`src/rtl/chunk_subtractor.sv`:
```
// Multi-cycle unsigned subtractor: A - B computed as A + ~B + 1, one CHUNK-bit
// slice per clock, least-significant slice first, with a single rippled carry.
`timescale 1ns/1ps
module chunk_subtractor #(
    parameter int WIDTH = 32,
    parameter int CHUNK = 4
) (
    input  logic             clk,
    input  logic             rst,
    input  logic             in_valid,
    output logic             in_ready,
    input  logic [WIDTH-1:0] a,
    input  logic [WIDTH-1:0] b,
    output logic             out_valid,
    input  logic             out_ready,
    output logic [WIDTH-1:0] diff,
    output logic             borrow,
    output logic             zero
);

    localparam int NCHUNK = WIDTH / CHUNK;
    localparam int IDXW   = (NCHUNK > 1) ? $clog2(NCHUNK) : 1;
    localparam logic [WIDTH-1:0] chunkMask = {{(WIDTH-CHUNK){1'b0}}, {CHUNK{1'b1}}};
    localparam logic [IDXW-1:0]  lastIdx   = IDXW'(NCHUNK - 1);

    typedef enum logic [1:0] {IDLE, RUN, DONE} state_t;

    state_t            state;
    logic [WIDTH-1:0]  opA;
    logic [WIDTH-1:0]  opB;
    logic [IDXW-1:0]   idx;
    logic              carry;

    logic [CHUNK-1:0]  aChunk;
    logic [CHUNK-1:0]  bChunk;
    logic [CHUNK:0]    chunkSum;
    logic [WIDTH-1:0]  diffNext;
    int                base;

    // Five-bit slice add; the top bit is the carry into the next slice.
    function automatic logic [CHUNK:0] chunkAdd(input logic [CHUNK-1:0] x,
                                                input logic [CHUNK-1:0] y,
                                                input logic             cin);
        return {1'b0, x} + {1'b0, y} + (CHUNK+1)'(cin);
    endfunction

    always_comb begin
        base     = int'(idx) * CHUNK;
        aChunk   = CHUNK'(opA >> base);
        bChunk   = CHUNK'(opB >> base);
        chunkSum = chunkAdd(aChunk, bChunk, carry);
        diffNext = (diff & ~(chunkMask << base))
                 | (WIDTH'(chunkSum[CHUNK-1:0]) << base);
    end

    always_ff @(posedge clk or posedge rst) begin
        if (rst) begin
            state     <= IDLE;
            in_ready  <= 1'b1;
            out_valid <= 1'b0;
            diff      <= '0;
            borrow    <= 1'b0;
            zero      <= 1'b0;
            opA       <= '0;
            opB       <= '0;
            idx       <= '0;
            carry     <= 1'b0;
        end else begin
            case (state)
                IDLE: begin
                    if (in_valid && in_ready) begin
                        opA      <= a;
                        opB      <= ~b;
                        carry    <= 1'b1;
                        idx      <= '0;
                        in_ready <= 1'b0;
                        state    <= RUN;
                    end
                end
                RUN: begin
                    diff  <= diffNext;
                    carry <= chunkSum[CHUNK];
                    if (idx == lastIdx) begin
                        // Final carry of A + ~B + 1 is the inverted borrow.
                        idx       <= '0;
                        out_valid <= 1'b1;
                        borrow    <= ~chunkSum[CHUNK];
                        zero      <= (diffNext == '0);
                        state     <= DONE;
                    end else begin
                        idx <= idx + IDXW'(1);
                    end
                end
                DONE: begin
                    if (out_ready) begin
                        out_valid <= 1'b0;
                        in_ready  <= 1'b1;
                        state     <= IDLE;
                    end
                end
                default: begin
                    state     <= IDLE;
                    in_ready  <= 1'b1;
                    out_valid <= 1'b0;
                end
            endcase
        end
    end

endmodule

```
`config.mk`:
```
export PLATFORM = sky130hd
export DESIGN_NAME = chunk_subtractor
export DESIGN_NICKNAME = d
export VERILOG_FILES = /design/src/rtl/chunk_subtractor.sv
export SDC_FILE = /design/constraint.sdc
export NUM_CORES = 1
export LEC_CHECK = 0
export ABC_AREA = 1
export CELL_PAD_IN_SITES_DETAIL_PLACEMENT = 0
export CELL_PAD_IN_SITES_GLOBAL_PLACEMENT = 1
export CORE_MARGIN = 3
export CORE_UTILIZATION = 38
export CTS_CLUSTER_DIAMETER = 80
export CTS_CLUSTER_SIZE = 12
export DETAILED_ROUTE_END_ITERATION = 16
export GPL_TIMING_DRIVEN = 0
export PLACE_DENSITY_LB_ADDON = 0.1
export REMOVE_ABC_BUFFERS = 1
export SLEW_MARGIN = 20
export SYNTH_ARGS = -nofsm -noshare
export SYNTH_HDL_FRONTEND = slang
export SYNTH_SLANG_ARGS = --single-unit
```
`constraint.sdc`:
```
create_clock -name clk -period 5.3 [get_ports clk]
set_input_delay 1.325 -clock clk [delete_from_list [all_inputs] [get_ports clk]]
set_output_delay 1.325 -clock clk [all_outputs]
set_load 0.01 [all_outputs]
```
==> results.md <==
- The flow ran to the end, and the final reports show no timing, DRC or antenna violations.
- The worst setup slack for register-to-register paths is 1.18 ns.
- The clock passes through at most 2 buffers.
- CTS saw 106 sinks.
- In this run, post-CTS repair resized a total of 0 instances.
- The width of the die is 124 um.
- The fraction of layout cells with a size suffix above 1 is 3.98%.
- Headroom to the max-slew limit came out at 31.5%.
- STA classifies the critical path startpoint as a flop.
- Compared with the post-synthesis result, the final layout area differs by 26.0%.
- The floorplan row count is 42.
- After synthesis, the share of flip-flops with an asynchronous set or reset is 100%.
- Once the floorplan was initialized, standard cells occupied 39.5% of the core.
- The DRC marker count from the first detailed-route iteration is 263.
- VDD sags by at most 253 uV.
- Buffers added to address setup during post-CTS repair amount to 0.
- The floorplan step defined a die boundary enclosing 15400 um2.
- The synthesis warning total is 0.
- From bottom edge to top edge, the die measures 124 um.
- The half-perimeter wire length after detailed placement is 9.01 mm.
- At the worst endpoint, the arrival time is 4.35 ns.
- By startpoint and endpoint, the worst setup path is classified as flop to flop.
- During I/O placement, the number of pins put on the boundary was 104.
- The worst setup path is captured at a flop.
- Sequential cells were found to cover 50.2% of the synthesized design area.
- The clock reaches the later pin of the worst-skew pair after 0.35 ns.
- Counting cells, the worst reg-to-reg path comes to 18.
- On the final layout, the worst hold slack is 0.465 ns.
- The peak clock frequency supported by timing is 0.242 GHz.
- The most critical setup path has its endpoint at zero$_DFFE_PP0P_.
- Fill cells in the final layout number 1361.
- The most critical setup path has its startpoint at idx[0]$_DFFE_PP0P_.
- The overall routing resource usage is 18.7%.
- The clock arrives with 0.0110 ns of skew.
- The destination of the worst register-to-register timing path is zero$_DFFE_PP0P_.
- The power density over the cells is 649 nW/um2.
- The clock-pin transition on the worst setup and hold timing paths is 0.07 ns.
- The number of I/O port buffers is 103.
- The post-synth design cell area is 5290 um2.
- The finished layout holds 929 standard cells, fillers aside.
- The count of flip-flops with a built-in enable after synthesis is 0.
- The count of nets left with antenna violations once routing finished came out at 0.
- The number of pins exceeding their max-slew limit in the final report is 0.
- The cts-stage hold buffer count is 0.
- The setup slack after placement is 1.16 ns.
- The sum of routed wire length over all layers is 13.6 mm.
- The number of different library cells used by synthesis comes to 29.
- TritonCTS built the clock tree.
- In the finished design, the share of the clock period the worst path needs comes to 77.8%.
- A synthesized cell averages 7.86 um2.
- In the final design database the tool counted 827 nets.
- Setup repair after global routing left no endpoint under its margin.
- The initial antenna violation count is 0.
- The maximum number of pins on one net before global-route repair is 89.
- The deepest level of the CTS H-tree is 3.
- The number of vias after detailed routing is 4571.
- The total count of hold-check failures in the final report is 0.
- The slew at the pin closest to its max-slew limit is 1.03 ns.
- At the end of routability-driven placement, the weighted congestion stood at 0.783.
- The vias per cell is 4.92.
- The path type of the worst min-delay path is flop to flop.
- The library cell used as clock root buffer is sky130_fd_sc_hd__clkbuf_16.
- The total iterations of the first detailed-routing run is 4.
- The number of buffers inserted during clock tree synthesis is 9.
- The worst path meets setup with 1.18 ns of slack.
- Max-cap violations in this run came to 0.
- The power consumption is 4.32 mW.
- For this run, design rule violations remaining after detail routing come to 0.
- The number of instances in the synthesized netlist is 673.
- The number of antenna cells inserted is 0.
- The cell leakage power is 3.08 nW.
- Setup violations remaining at the end of the flow were counted as 0.
- The wire length per cell is 14.6 um.
- The worst path needs 4.12 ns of the cycle, external delays included.
- Of all nets on the critical path, the largest fanout is 39.
- The source of the worst register-to-register timing path is idx[0]$_DFFE_PP0P_.
- The critical path data required time is 5.53 ns.
- The synthesized design contains 106 register bits.
- The core region is 13400 um2.
- The via count of the first global-routing pass was 4415.
- Counting tap cells, the placed design contains a total of 913 instances.
- The global-route wire length before repair is 22.3 mm.
- Measured on the finished design, the core utilization comes to 49.7%.
- For this run, the leading register cell type out of synthesis is sky130_fd_sc_hd__dfrtp_1.
- Summed over all layers, the global routing overflow is 0.
==> critical path: stages (launching register included) <==
cell	delay [ns]
sky130_fd_sc_hd__dfrtp_2	0.77
sky130_fd_sc_hd__inv_2	0.49
sky130_fd_sc_hd__o21ai_0	0.28
sky130_fd_sc_hd__o22ai_1	0.14
sky130_fd_sc_hd__nor2_1	0.12
sky130_fd_sc_hd__a31oi_1	0.09
sky130_fd_sc_hd__fa_1	0.47
sky130_fd_sc_hd__inv_1	0.09
sky130_fd_sc_hd__fa_1	0.42
sky130_fd_sc_hd__nor2_1	0.29
sky130_fd_sc_hd__nand2_1	0.12
sky130_fd_sc_hd__o21ai_0	0.26
sky130_fd_sc_hd__nor2_1	0.07
sky130_fd_sc_hd__nand2_1	0.06
sky130_fd_sc_hd__nor2_1	0.04
sky130_fd_sc_hd__nand3_1	0.09
sky130_fd_sc_hd__nor2_1	0.06
sky130_fd_sc_hd__nand3_1	0.09
sky130_fd_sc_hd__nand2_1	0.06
==> stage by stage <==
stage | instance area, um2 | setup TNS [ns]
finish | 6660 | 0
global route | 6660 | 0
CTS | 6660 | 0
detailed placement | 6400 | 0
global placement | 6320 | -55.35
floorplan | 5070 | 0
==> cell type report <==
cell class | count | area, um2 | share of cell area (%)
repair buffers | 105 | 1090 | 16.3
flip-flops and latches | 106 | 2660 | 39.9
clock inverters | 3 | 15.0 | 0.225
well taps | 176 | 220 | 3.31
clock buffers | 13 | 250 | 3.76
multi-input cells | 476 | 2240 | 33.6
inverters | 50 | 195 | 2.93
==> routing by layer <==
layer / wire (um) / GRT usage, %
met5: 0 / 0
met2: 6540 / 30.6
met4: 71 / 3.29
met3: 619 / 4.41
met1: 6320 / 25.8
==> flip-flops by register name (all words and copies together), names as in the netlist <==
| signal | count |
|---|---|
| borrow | 1 |
| carry | 1 |
| diff | 32 |
| idx | 3 |
| in_ready | 1 |
| opA | 32 |
| opB | 32 |
| out_valid | 1 |
| state | 2 |
| zero | 1 |
==> report_power, final <==
part | switching (mW) | internal [mW]
registers | 0.301 | 1.16
logic | 1.39 | 0.855
clock network | 0.287 | 0.330
==> synthesized netlist by cell type, types with 2 or more instances <==
library cell               count  share of area [%]
sky130_fd_sc_hd__clkbuf_1     18                1.3
sky130_fd_sc_hd__nand2_1     208                 15
sky130_fd_sc_hd__ha_1          9                2.1
sky130_fd_sc_hd__a31oi_1      11                1.3
sky130_fd_sc_hd__buf_4         7               0.99
sky130_fd_sc_hd__o211ai_1      3               0.43
sky130_fd_sc_hd__inv_1        45                3.2
sky130_fd_sc_hd__nor2_1       69                4.9
sky130_fd_sc_hd__fa_1          2               0.76
sky130_fd_sc_hd__buf_6         3               0.64
sky130_fd_sc_hd__nor2_2        3               0.35
sky130_fd_sc_hd__nand4_1      16                1.9
sky130_fd_sc_hd__a22o_1        2               0.33
sky130_fd_sc_hd__o21a_1        3               0.43
sky130_fd_sc_hd__nand3_1      17                1.6
sky130_fd_sc_hd__o21ai_0      99                9.4
sky130_fd_sc_hd__or2_2         2               0.24
sky130_fd_sc_hd__a21oi_1       8               0.76
sky130_fd_sc_hd__dfrtp_1     105                 50
sky130_fd_sc_hd__o22ai_1      12                1.4
sky130_fd_sc_hd__inv_2         5               0.35
sky130_fd_sc_hd__o21ai_1       6               0.57
sky130_fd_sc_hd__buf_2        13                1.2
sky130_fd_sc_hd__a21boi_0      2               0.28
==> worst min path at each step <==
stage,start,slack [ns],cells after the start,endpoint
2_1_floorplan,opA[3]$_DFFE_PP0P_,0.44,2,opA[3]$_DFFE_PP0P_
3_3_place_gp,opA[9]$_DFFE_PP0P_,0.45,2,opA[9]$_DFFE_PP0P_
3_5_place_dp,opA[4]$_DFFE_PP0P_,0.46,2,opA[4]$_DFFE_PP0P_
4_1_cts,opA[4]$_DFFE_PP0P_,0.47,2,opA[4]$_DFFE_PP0P_
5_1_grt,opA[16]$_DFFE_PP0P_,0.49,2,opA[16]$_DFFE_PP0P_
6_report,opA[4]$_DFFE_PP0P_,0.46,2,opA[4]$_DFFE_PP0P_
==> placed cells by master, fill, tap and decap left out, types with 3 or more instances in the layout <==
master                              n
sky130_fd_sc_hd__o21a_1             3
sky130_fd_sc_hd__clkdlybuf4s50_1  103
sky130_fd_sc_hd__a21oi_1            8
sky130_fd_sc_hd__nand3_1           17
sky130_fd_sc_hd__clkbuf_1           3
sky130_fd_sc_hd__inv_2              4
sky130_fd_sc_hd__nand4_1           16
sky130_fd_sc_hd__o21ai_1            6
sky130_fd_sc_hd__o211ai_1           3
sky130_fd_sc_hd__inv_1             44
sky130_fd_sc_hd__nor2_1            69
sky130_fd_sc_hd__dfrtp_1          103
sky130_fd_sc_hd__clkinv_2           3
sky130_fd_sc_hd__clkbuf_16          9
sky130_fd_sc_hd__o22ai_1           12
sky130_fd_sc_hd__nand2_1          208
sky130_fd_sc_hd__a31oi_1           11
sky130_fd_sc_hd__o21ai_0           99
sky130_fd_sc_hd__ha_1               9
==> cells by family after synthesis <==
group                    Yosys count  share of synthesized area, %
AO/OA/AOI/OAI                    148                          15.2
buffers and inverters             91                          7.69
AND/OR/NAND/NOR                  317                          24.1
flip-flops                       106                          50.2
adder cells (fa/ha/maj)           11                          2.89
Note: power is estimated with default switching activity, not from simulation.
